File: config.mk
export PLATFORM = sky130hd
export DESIGN_NAME = esc_cmd_ramp
export DESIGN_NICKNAME = d
export VERILOG_FILES = /design/src/rtl/esc_cmd_ramp.sv
export SDC_FILE = /design/constraint.sdc
export NUM_CORES = 1
export LEC_CHECK = 0
export ABC_AREA = 1
export ABC_CLOCK_PERIOD_IN_PS = 4950
export CAP_MARGIN = 20
export CORE_UTILIZATION = 58
export DETAILED_ROUTE_END_ITERATION = 8
export HOLD_SLACK_MARGIN = 0.05
export PLACE_DENSITY = 0.9
export SYNTH_ARGS = -nofsm -noshare
export SYNTH_HDL_FRONTEND = slang
export SYNTH_SLANG_ARGS = --single-unit
export TNS_END_PERCENT = 20
File: constraint.sdc
create_clock -name clk -period 4.95 [get_ports clk]
set_input_delay 1.485 -clock clk [delete_from_list [all_inputs] [get_ports clk]]
set_output_delay 1.485 -clock clk [all_outputs]
set_load 0.05 [all_outputs]
File: src/rtl/esc_cmd_ramp.sv
// esc_cmd_ramp: arming sequencer and per-frame slew limiter for four ESC speed commands.
// Speed outputs change only on the clock after frm_start; disarm ramps every motor to zero.
//
// Ports:
//   clk, rst                      system clock, async active-high reset
//   frm_start                     one-cycle pulse at each ESC PWM frame wrap
//   arm_req, disarm_req           one-cycle arm / disarm requests
//   cmd_vld                       capture strobe for the four targets
//   frnt_cmd..rght_cmd [10:0]     requested speeds
//   frnt_spd..rght_spd [10:0]     registered speeds to the ESC PWM generators
//   armed                         high only while ARMED
//   ramping                       any speed output differs from its target
module esc_cmd_ramp #(
  parameter logic [10:0] MAX_STEP   = 11'd32,
  parameter logic [10:0] SPD_LIMIT  = 11'd2000,
  parameter logic [7:0]  ARM_FRAMES = 8'd48
) (
  input  logic        clk,
  input  logic        rst,
  input  logic        frm_start,
  input  logic        arm_req,
  input  logic        disarm_req,
  input  logic        cmd_vld,
  input  logic [10:0] frnt_cmd,
  input  logic [10:0] bck_cmd,
  input  logic [10:0] lft_cmd,
  input  logic [10:0] rght_cmd,
  output logic [10:0] frnt_spd,
  output logic [10:0] bck_spd,
  output logic [10:0] lft_spd,
  output logic [10:0] rght_spd,
  output logic        armed,
  output logic        ramping
);

  typedef enum logic [1:0] {
    DISARMED,
    ARM_WAIT,
    ARMED,
    DISARM_RAMP
  } state_t;

  localparam logic signed [11:0] STEP_S =
    $signed({1'b0, MAX_STEP});

  state_t state;
  state_t state_nxt;

  logic [7:0] frm_cnt;
  logic [7:0] frm_cnt_nxt;

  // motor order: 0 front, 1 back, 2 left, 3 right
  logic [3:0][10:0] cmd;
  logic [3:0][10:0] tgt;
  logic [3:0][10:0] tgt_nxt;
  logic [3:0][10:0] spd;
  logic [3:0][10:0] spd_nxt;

  assign cmd = {rght_cmd, lft_cmd, bck_cmd, frnt_cmd};

  function automatic logic [10:0] clamp(
    input logic [10:0] c
  );
    return (c > SPD_LIMIT) ? SPD_LIMIT : c;
  endfunction

  // Snap to target when within one step, otherwise
  // move one full step. Targets are clamped, so the
  // result never overshoots or leaves 0..SPD_LIMIT.
  function automatic logic [10:0] slew(
    input logic [10:0] cur,
    input logic [10:0] goal
  );
    logic signed [11:0] diff;
    diff = $signed({1'b0, goal}) - $signed({1'b0, cur});
    if (diff > STEP_S) begin
      return cur + MAX_STEP;
    end else if (diff < -STEP_S) begin
      return cur - MAX_STEP;
    end else begin
      return goal;
    end
  endfunction

  always_ff @(posedge clk or posedge rst) begin
    if (rst) begin
      state   <= DISARMED;
      frm_cnt <= '0;
      tgt     <= '0;
      spd     <= '0;
    end else begin
      state   <= state_nxt;
      frm_cnt <= frm_cnt_nxt;
      tgt     <= tgt_nxt;
      spd     <= spd_nxt;
    end
  end

  always_comb begin
    state_nxt   = state;
    frm_cnt_nxt = frm_cnt;
    tgt_nxt     = tgt;
    spd_nxt     = spd;
    unique case (state)
      DISARMED: begin
        tgt_nxt = '0;
        spd_nxt = '0;
        if (arm_req && !disarm_req) begin
          state_nxt   = ARM_WAIT;
          frm_cnt_nxt = '0;
        end
      end
      ARM_WAIT: begin
        tgt_nxt = '0;
        spd_nxt = '0;
        if (disarm_req) begin
          state_nxt = DISARMED;
        end else if (frm_start) begin
          frm_cnt_nxt = frm_cnt + 8'd1;
          if (frm_cnt == ARM_FRAMES - 8'd1) begin
            state_nxt = ARMED;
          end
        end
      end
      ARMED: begin
        // step reads the registered target, so a
        // same-cycle capture applies next frame
        if (frm_start) begin
          for (int i = 0; i < 4; i++) begin
            spd_nxt[i] = slew(spd[i], tgt[i]);
          end
        end
        if (disarm_req) begin
          tgt_nxt   = '0;
          state_nxt = DISARM_RAMP;
        end else if (cmd_vld) begin
          for (int i = 0; i < 4; i++) begin
            tgt_nxt[i] = clamp(cmd[i]);
          end
        end
      end
      DISARM_RAMP: begin
        if (frm_start) begin
          for (int i = 0; i < 4; i++) begin
            spd_nxt[i] = slew(spd[i], tgt[i]);
          end
        end
        if (spd == '0) begin
          state_nxt = DISARMED;
        end
      end
      default: begin
        state_nxt = DISARMED;
      end
    endcase
  end

  assign frnt_spd = spd[0];
  assign bck_spd  = spd[1];
  assign lft_spd  = spd[2];
  assign rght_spd = spd[3];

  assign armed   = (state == ARMED);
  assign ramping = (spd != tgt);

endmodule

* Word-level counts from Yosys, hierarchy flattened *
Cells that the tools add are included.

storage, ports and cells
  memories kept = 0
  output and inout bits = 46
  bits in read-only memories = 0
  bits of input ports = 50
  flip-flop bits (word level) = 98
  bits in writable memories = 0
  logic and storage cells = 88
  latch bits = 0

operators by class
  add/sub/neg operators = 13
  reduce and logical (&&, ||, !) cells = 11
  shift operators = 0
  eq/ne operators = 14
  $lt $le $gt $ge = 12
  bitwise gates (word level) = 0
  div/mod/pow operators = 0
  mux-type cells = 28
  multipliers = 0

operator list
  kind                   count
  $pmux 44 s2            2
  $mux 11                12
  $mux 44                3
  $gt 12x7->1 const B    4
  $lt 12x6->1 const B    4
  $sub 11x11->12         4
  $add 11x6->11 const B  4
  $gt 11x11->1 const B   4
  $logic_not 44->1       1
  $ne 44x44->1           1
  $sub 11x6->11 const B  4
  $mux 8                 3
  $pmux 8 s2             1
  $mux 2                 6
  $ne 2x2->1 const B     5
  $ne 3x3->1 const B     3
  $add 8x1->8 const B    1
  $eq 8x6->1 const B     1
  $pmux 2 s4             1
  $reduce_and 5->1       1
  $eq 2x2->1 const B     2
  $reduce_and 4->1       1
  $reduce_bool 2->1      2
  $reduce_or 2->1        2
  6 further kinds        6

* Depth between registers and ports, before layout *
  depth after elaboration = 6
  depth in mapped cells = 19
  gate-level depth less buffers = 19

* Worst setup path after synthesis *
OpenSTA, ideal clock, no wires.

  path type = reg2out
  from = register spd (netlist bit rght_spd[7])
  to = output ramping
  cell stages (with the launch flop) = 9
  path buffers = 1
  arrival = 2.278 ns
  data required time = 3.465 ns
  path slack = 1.187 ns
  path through = dfrtp_1 -> clkbuf_1 -> inv_1 -> ha_1 -> nand2_1 -> nor2_1 -> and2_1 -> and3_1 -> nand4_1

on the way
  cells in the longest elaborated chain, start to end = 1

ends and longest elaborated chain
  element                 RTL line  source
  from (decl)             56        logic [3:0][10:0] spd;
  from (signal assigned)  95        spd <= spd_nxt;
  $ne 44x44->1            164       assign ramping = (spd != tgt);
  to (decl)               33        output logic ramping

Every way passes these cells.

* Worst setup path after layout *
  from = register spd (netlist bit rght_spd[5])
  to = output ramping

Same word-level chain as after synthesis.

==> impl_results.md <==
* Syn Area/Cell at 6.41 µm²
* CP bufs+invs at 2
* GR Util All Layers at 0.355
* Final number of setup-violating endpoints at 0
* H-tree Lvls at 3
* Pwr dens at roughly 630 mW/mm²
* Top cell type's share of synthesized area at 0.285
* Critical path peak fanout at 6
* Yosys top cell by area: dfrtp_1
* CTS tree: done
* #FFs+latches synth at 98
* Crit start category: flip-flop
* HPWL Detailed at 19.5 mm
* Starting density of the core at 0.592
* Leak at ~0.0056 µW
* Synth area leaders: dfrtp_1 (28%), nand2_1 (18%), inv_1 (11%), nand3_1 (10%), ha_1 (8.0%)
* Post-synth EDFFs at 0
* Die Y at 124 µm
* Syn_nets at between 1000 and 1500
* CTS Hold Bufs at 0
* FP Rows at 44
* Layout cells sized above 1 at 0.0440
* Hold Path Class: flip-flop to flip-flop
* Synthesis Warnings at 0
* Placed Cells at 1602
* Top-count cell post-synth: nand2_1
* Vias in the first global route at between 8000 and 9000
* Clock Sink Count at about 100
* Final hold vios at 0
* Max Freq at between 200 and 250 MHz
* Most used DFF post-synth: dfrtp_1
* CP Data Required Time at about 3.5 ns
* Synth cell types at 43
* Fraction of registers with async set/reset at 1.00
* Worst Path Class, Setup: flip-flop to primary output
* Worst clock skew at 0.0103 ns
* First-pass GRT wire length at 41.9 mm
* Post-Route Setup TNS at 0 ns
* Drt drc at 0
* Total wire length at between 20 and 30 mm
* CTS max path bufs at 2
* Max-cap violations at 0
* Die footprint at roughly 0.015 mm²
* CP top delay family: buffers and inverters
* Routability cong. at between 0.9 and 1
* Max-slew violations at 0
* Core area at ~0.015 mm²
* Synth Cell Area at between 0.008 and 0.009 mm²
* Post-cts resize count at 0
* DR vias at between 9000 and 10000
* CP peak stage delay at approximately 0.76 ns
* CP max-delay cell: clkdlybuf4s50_1
* I/O pins at 96
* Cells after Synth at ~1300
* Area Growth Syn to Fin at 16.9%
* Post-CTS Setup Inserts at 0
* CP cell instances: inv_1 -> ha_1 -> nand2_2 -> nor2_2 -> and2_1 -> and3_1 -> nand4_1 -> clkdlybuf4s50_1
* Status: complete, no violations
* IO Port Bufs at 95
* Clock Pin Slew Worst Setup and Hold Paths at approximately 0.07 ns
* CP arrival at just under 3 ns
* Drt first pass iters at 6
* Peak supply drop at ~0.58 mV
* Clk_lat worst skew at roughly 0.36 ns
* Root Driver: clkbuf_16
* Nets at 1538
* Worst Tran Pin Value at 1.06 ns
* Final ANT Viol Nets at 0
* Initial antenna violation count at 0
* Die W at 124 µm
* Grt total ovfl at 0
* # diodes at 0
* Average routed wire per standard cell at around 16 µm
* Fin cells at roughly 1600
* Slew HR at 0.290
* Pin count of the biggest net entering global routing at 61
* Post-synthesis sequential area ratio at 0.285
* Crit path time final at approximately 4.4 ns
* Initial DRC count at about 1200
* Synth cell count leaders: nand2_1 (409), inv_1 (242), nand3_1 (178)
* Endpoint class of the critical path: primary output
* Tcrit/Tclk final at 0.883
* RSZ-0062 raised after global routing: no
* Number of CTS-inserted buffers at 9
* DR vias/cell at just under 6
## metrics by stage
stage	utilization	total power, µW	instance area (µm²)	hold WS (ns)	worst slack (ns)
after detailed placement	0.671	5450	9750	0.487	1.02
after floorplan	-	4390	8610	0.456	0.903
after global routing	0.692	6860	10100	0.543	0.473
after CTS	0.692	6250	10100	0.500	0.607
after global placement	0.671	5340	9750	0.482	1.04
final	0.692	6340	10100	0.504	0.577
## flip-flops by register name, summed over array words and instances, names as in the netlist, named ones only
name      cells
frnt_spd     11
tgt          44
rght_spd     11
frm_cnt       8
bck_spd      11
state         1
lft_spd      11
## layout by cell type (no fill, tap or decap), drive strengths merged
master / count
nand2: 423
inv: 247
nand3: 184
dfrtp: 98
clkdlybuf4s50: 95
nor2: 95
ha: 55
o21ai: 35
nand4: 32
a21oi: 32
xor2: 27
nor3: 18
o22ai: 14
o32ai: 12
clkbuf: 12
buf: 8
o21bai: 7
xnor2: 6
nor4: 4
o41ai: 4
fa: 4
clkinv: 4
nand3b: 3
or2: 2
and3: 2
bufinv: 2
nor3b: 2
a31oi: 1
o211ai: 1
and2: 1
a21o: 1
a21boi: 1
o21a: 1
## cell families (layout without fill, tap and decap cells)
| logic type | after synthesis | after routing | share of synthesized area |
|---|---|---|---|
| AND/OR/NAND/NOR | 766 | 766 | 0.394 |
| buffers and inverters | 277 | 368 | 0.122 |
| AO/OA/AOI/OAI | 109 | 109 | 0.0766 |
| flip-flops | 98 | 98 | 0.285 |
| adder cells (fa/ha/maj) | 59 | 59 | 0.0893 |
| XOR/XNOR | 33 | 33 | 0.0336 |
## final timing paths
path | endpoint | cells after the start | from | slack (ns)
max | ramping | 8 | rght_spd[5] | 0.58
min | frm_cnt[6] | 1 | frm_cnt[6] | 0.50
max reg2reg | rght_spd[4] | 17 | rght_spd[0] | 1.97
min reg2reg | frm_cnt[6] | 1 | frm_cnt[6] | 0.50
max in group asynchronous | tgt[22] | 3 | rst | 2.57
min in group asynchronous | tgt[16] | 2 | rst | 1.55
## per-layer routing
layer | part of all wire | global-route usage
met3 | 0.086 | 0.0705
met1 | 0.40 | 0.440
met5 | 0 | 0
met4 | 0.043 | 0.182
met2 | 0.47 | 0.584
## power by group
part	total, µW	switching, µW	internal, µW
clock	779	324	454
combinational	4540	3110	1440
sequential	1020	130	891
total	6340	3560	2780
## area by class of cell
type                    count  area, µm²
flip-flops and latches     98       2450
multi-input cells         967       5110
inverters                 250        943
clock inverters             3       65.1
fillers                  1212       4470
clock buffers              12        246
repair buffers            103       1010
well taps                 184        230
Power figures use the tool's default switching activity.
==> RTL edit: new RTL, same settings <==
Register the output `bck_spd`, with the module's reset; this adds one clock of latency there. The other outputs are not delayed to match.
--- a/src/rtl/esc_cmd_ramp.sv
+++ b/src/rtl/esc_cmd_ramp.sv
@@ -156,7 +156,13 @@
   end
 
   assign frnt_spd = spd[0];
-  assign bck_spd  = spd[1];
+  always_ff @(posedge clk or posedge rst) begin
+    if (rst) begin
+      bck_spd <= '0;
+    end else begin
+      bck_spd <= spd[1];
+    end
+  end
   assign lft_spd  = spd[2];
   assign rght_spd = spd[3];
 
Behaviour: no difference found for any inputs over 10 cycles, from zero or initial values and one cycle with rst high; that may be too few to reach the edited logic, so the function may still have changed.
==> RTL edit against the unedited design <==
- design area is 1.5% higher
- setup slack worse by 0.0066 ns
- via count is 4.9% lower
- critical path depth stayed put
- routed wire length is 5.4% lower
- sequential cell count is 11 higher
- total power is 10% lower
- sequential share of layout area is 2.3 points higher
- clock power is 6.9% higher
- combinational power is 18% lower
- synthesized area is 4.1% higher
- sequential power is 9.8% higher
- critical path type unchanged
- largest cell class unchanged
==> RTL edit: results (changes against the unedited design) <==
sta:
  relSlewSlack: 0.2504  # -0.03939
  holdWs_ns: 0.4161  # -0.08799 ns
  skew_ns: 0.007937  # -0.002314 ns
placed_design:
  gp_congestion: 0.9435  # -3.1%
  dpl-instance-area_um2: 9883  # +1.4%
  hpwl_mm: 18.81  # -3.7%
clocking:
  htreeDepth: 3  # unchanged
run_status:
  status: "completed"
min_path:
  min_to: "bck_spd[3]"
  min_path_cells: 0  # -1
  min_from: "spd[14]"
cells_and_area:
  nets: 1513  # -1.6%
  layout-drive-gt1-share: 0.04471  # +0.0007488
  nFillCells: 1318  # +8.7%
synthesis:
  synthDistinctLibCells: 46  # +7.0%
  synth_common_cells: "nand2_1 (407), inv_1 (219), nand3_1 (180)"
  ys_seq_area_frac: 0.3043  # +0.01942
worst_setup_path:
  path_max_fanout: 8  # +2
  reg2reg_slack_ns: 2.10  # +0.13 ns
global_route:
  grt_pass1_vias: 8320  # -3.7%
  grt_start_max_net_pins: 60  # -1.6%
  grtUsageTotal: 0.3265  # -0.02849
drt:
  via_per_inst: 5.577  # -3.7%
  wire_per_inst_um: 15.45  # -4.2%
  drtIter0Drc: 730  # -39%
pwr:
  ir_worst_vdd_mv: 0.5395  # -7.3%
==> RTL edit: cell count changes after synthesis, moves of 6 or more <==
cell,change
o32ai_1,-6
inv_1,-23
buf_4,+33
o22ai_1,+8
dfrtp_1,+11
nor3b_1,+6
nand4_1,-12
==> RTL edit: area by class of cell <==
cell class	instances	area, um^2	area share
Clock buffer	9	225.2	0.02205
Sequential cell	109	2729	0.2672
Clock inverter	7	105.1	0.01029
Tap cell	188	235.2	0.02303
Timing Repair Buffer	103	1023	0.1002
Inverter	226	850.8	0.08330
Multi-Input combinational cell	955	5045	0.4939
==> RTL edit: cells by family after synthesis <==
group / after synthesis / share of synthesized area
and+or+nand+nor: 766 / 0.3804
buffers and inverters: 283 / 0.1328
DFF: 109 / 0.3043
AOI/OAI and AO/OA: 98 / 0.06548
adders and majority gates: 59 / 0.08572
xor gates and xnor gates: 32 / 0.03127
==> RTL edit: per-stage QoR <==
stage,instances,setup WS (ns),power (mW)
floorplan,1347,0.5911,3.929
global placement,1581,1.070,4.703
detailed placement,1581,1.027,4.766
CTS,1597,0.5800,5.630
global route,1597,0.4361,6.152
finish,1597,0.5703,5.678
==> RTL edit: per-layer routing <==
| layer | global-route usage | part of all wire | up-vias |
|---|---|---|---|
| met5 | 0 | 0 | - |
| met4 | 0.1162 | 0.028 | 0 |
| met3 | 0.06158 | 0.069 | 56 |
| met2 | 0.5590 | 0.48 | 352 |
| met1 | 0.4127 | 0.42 | 4117 |
| li1 | - | - | 4381 |
==> RTL edit: where the power goes <==
group / total [mW] / internal, mW / leakage (nW) / switching [mW]
registers: 1.12 / 0.998 / 1.51 / 0.124
clock network: 0.833 / 0.452 / 0.159 / 0.380
logic: 3.72 / 1.19 / 3.92 / 2.54
total: 5.68 / 2.64 / 5.59 / 3.04
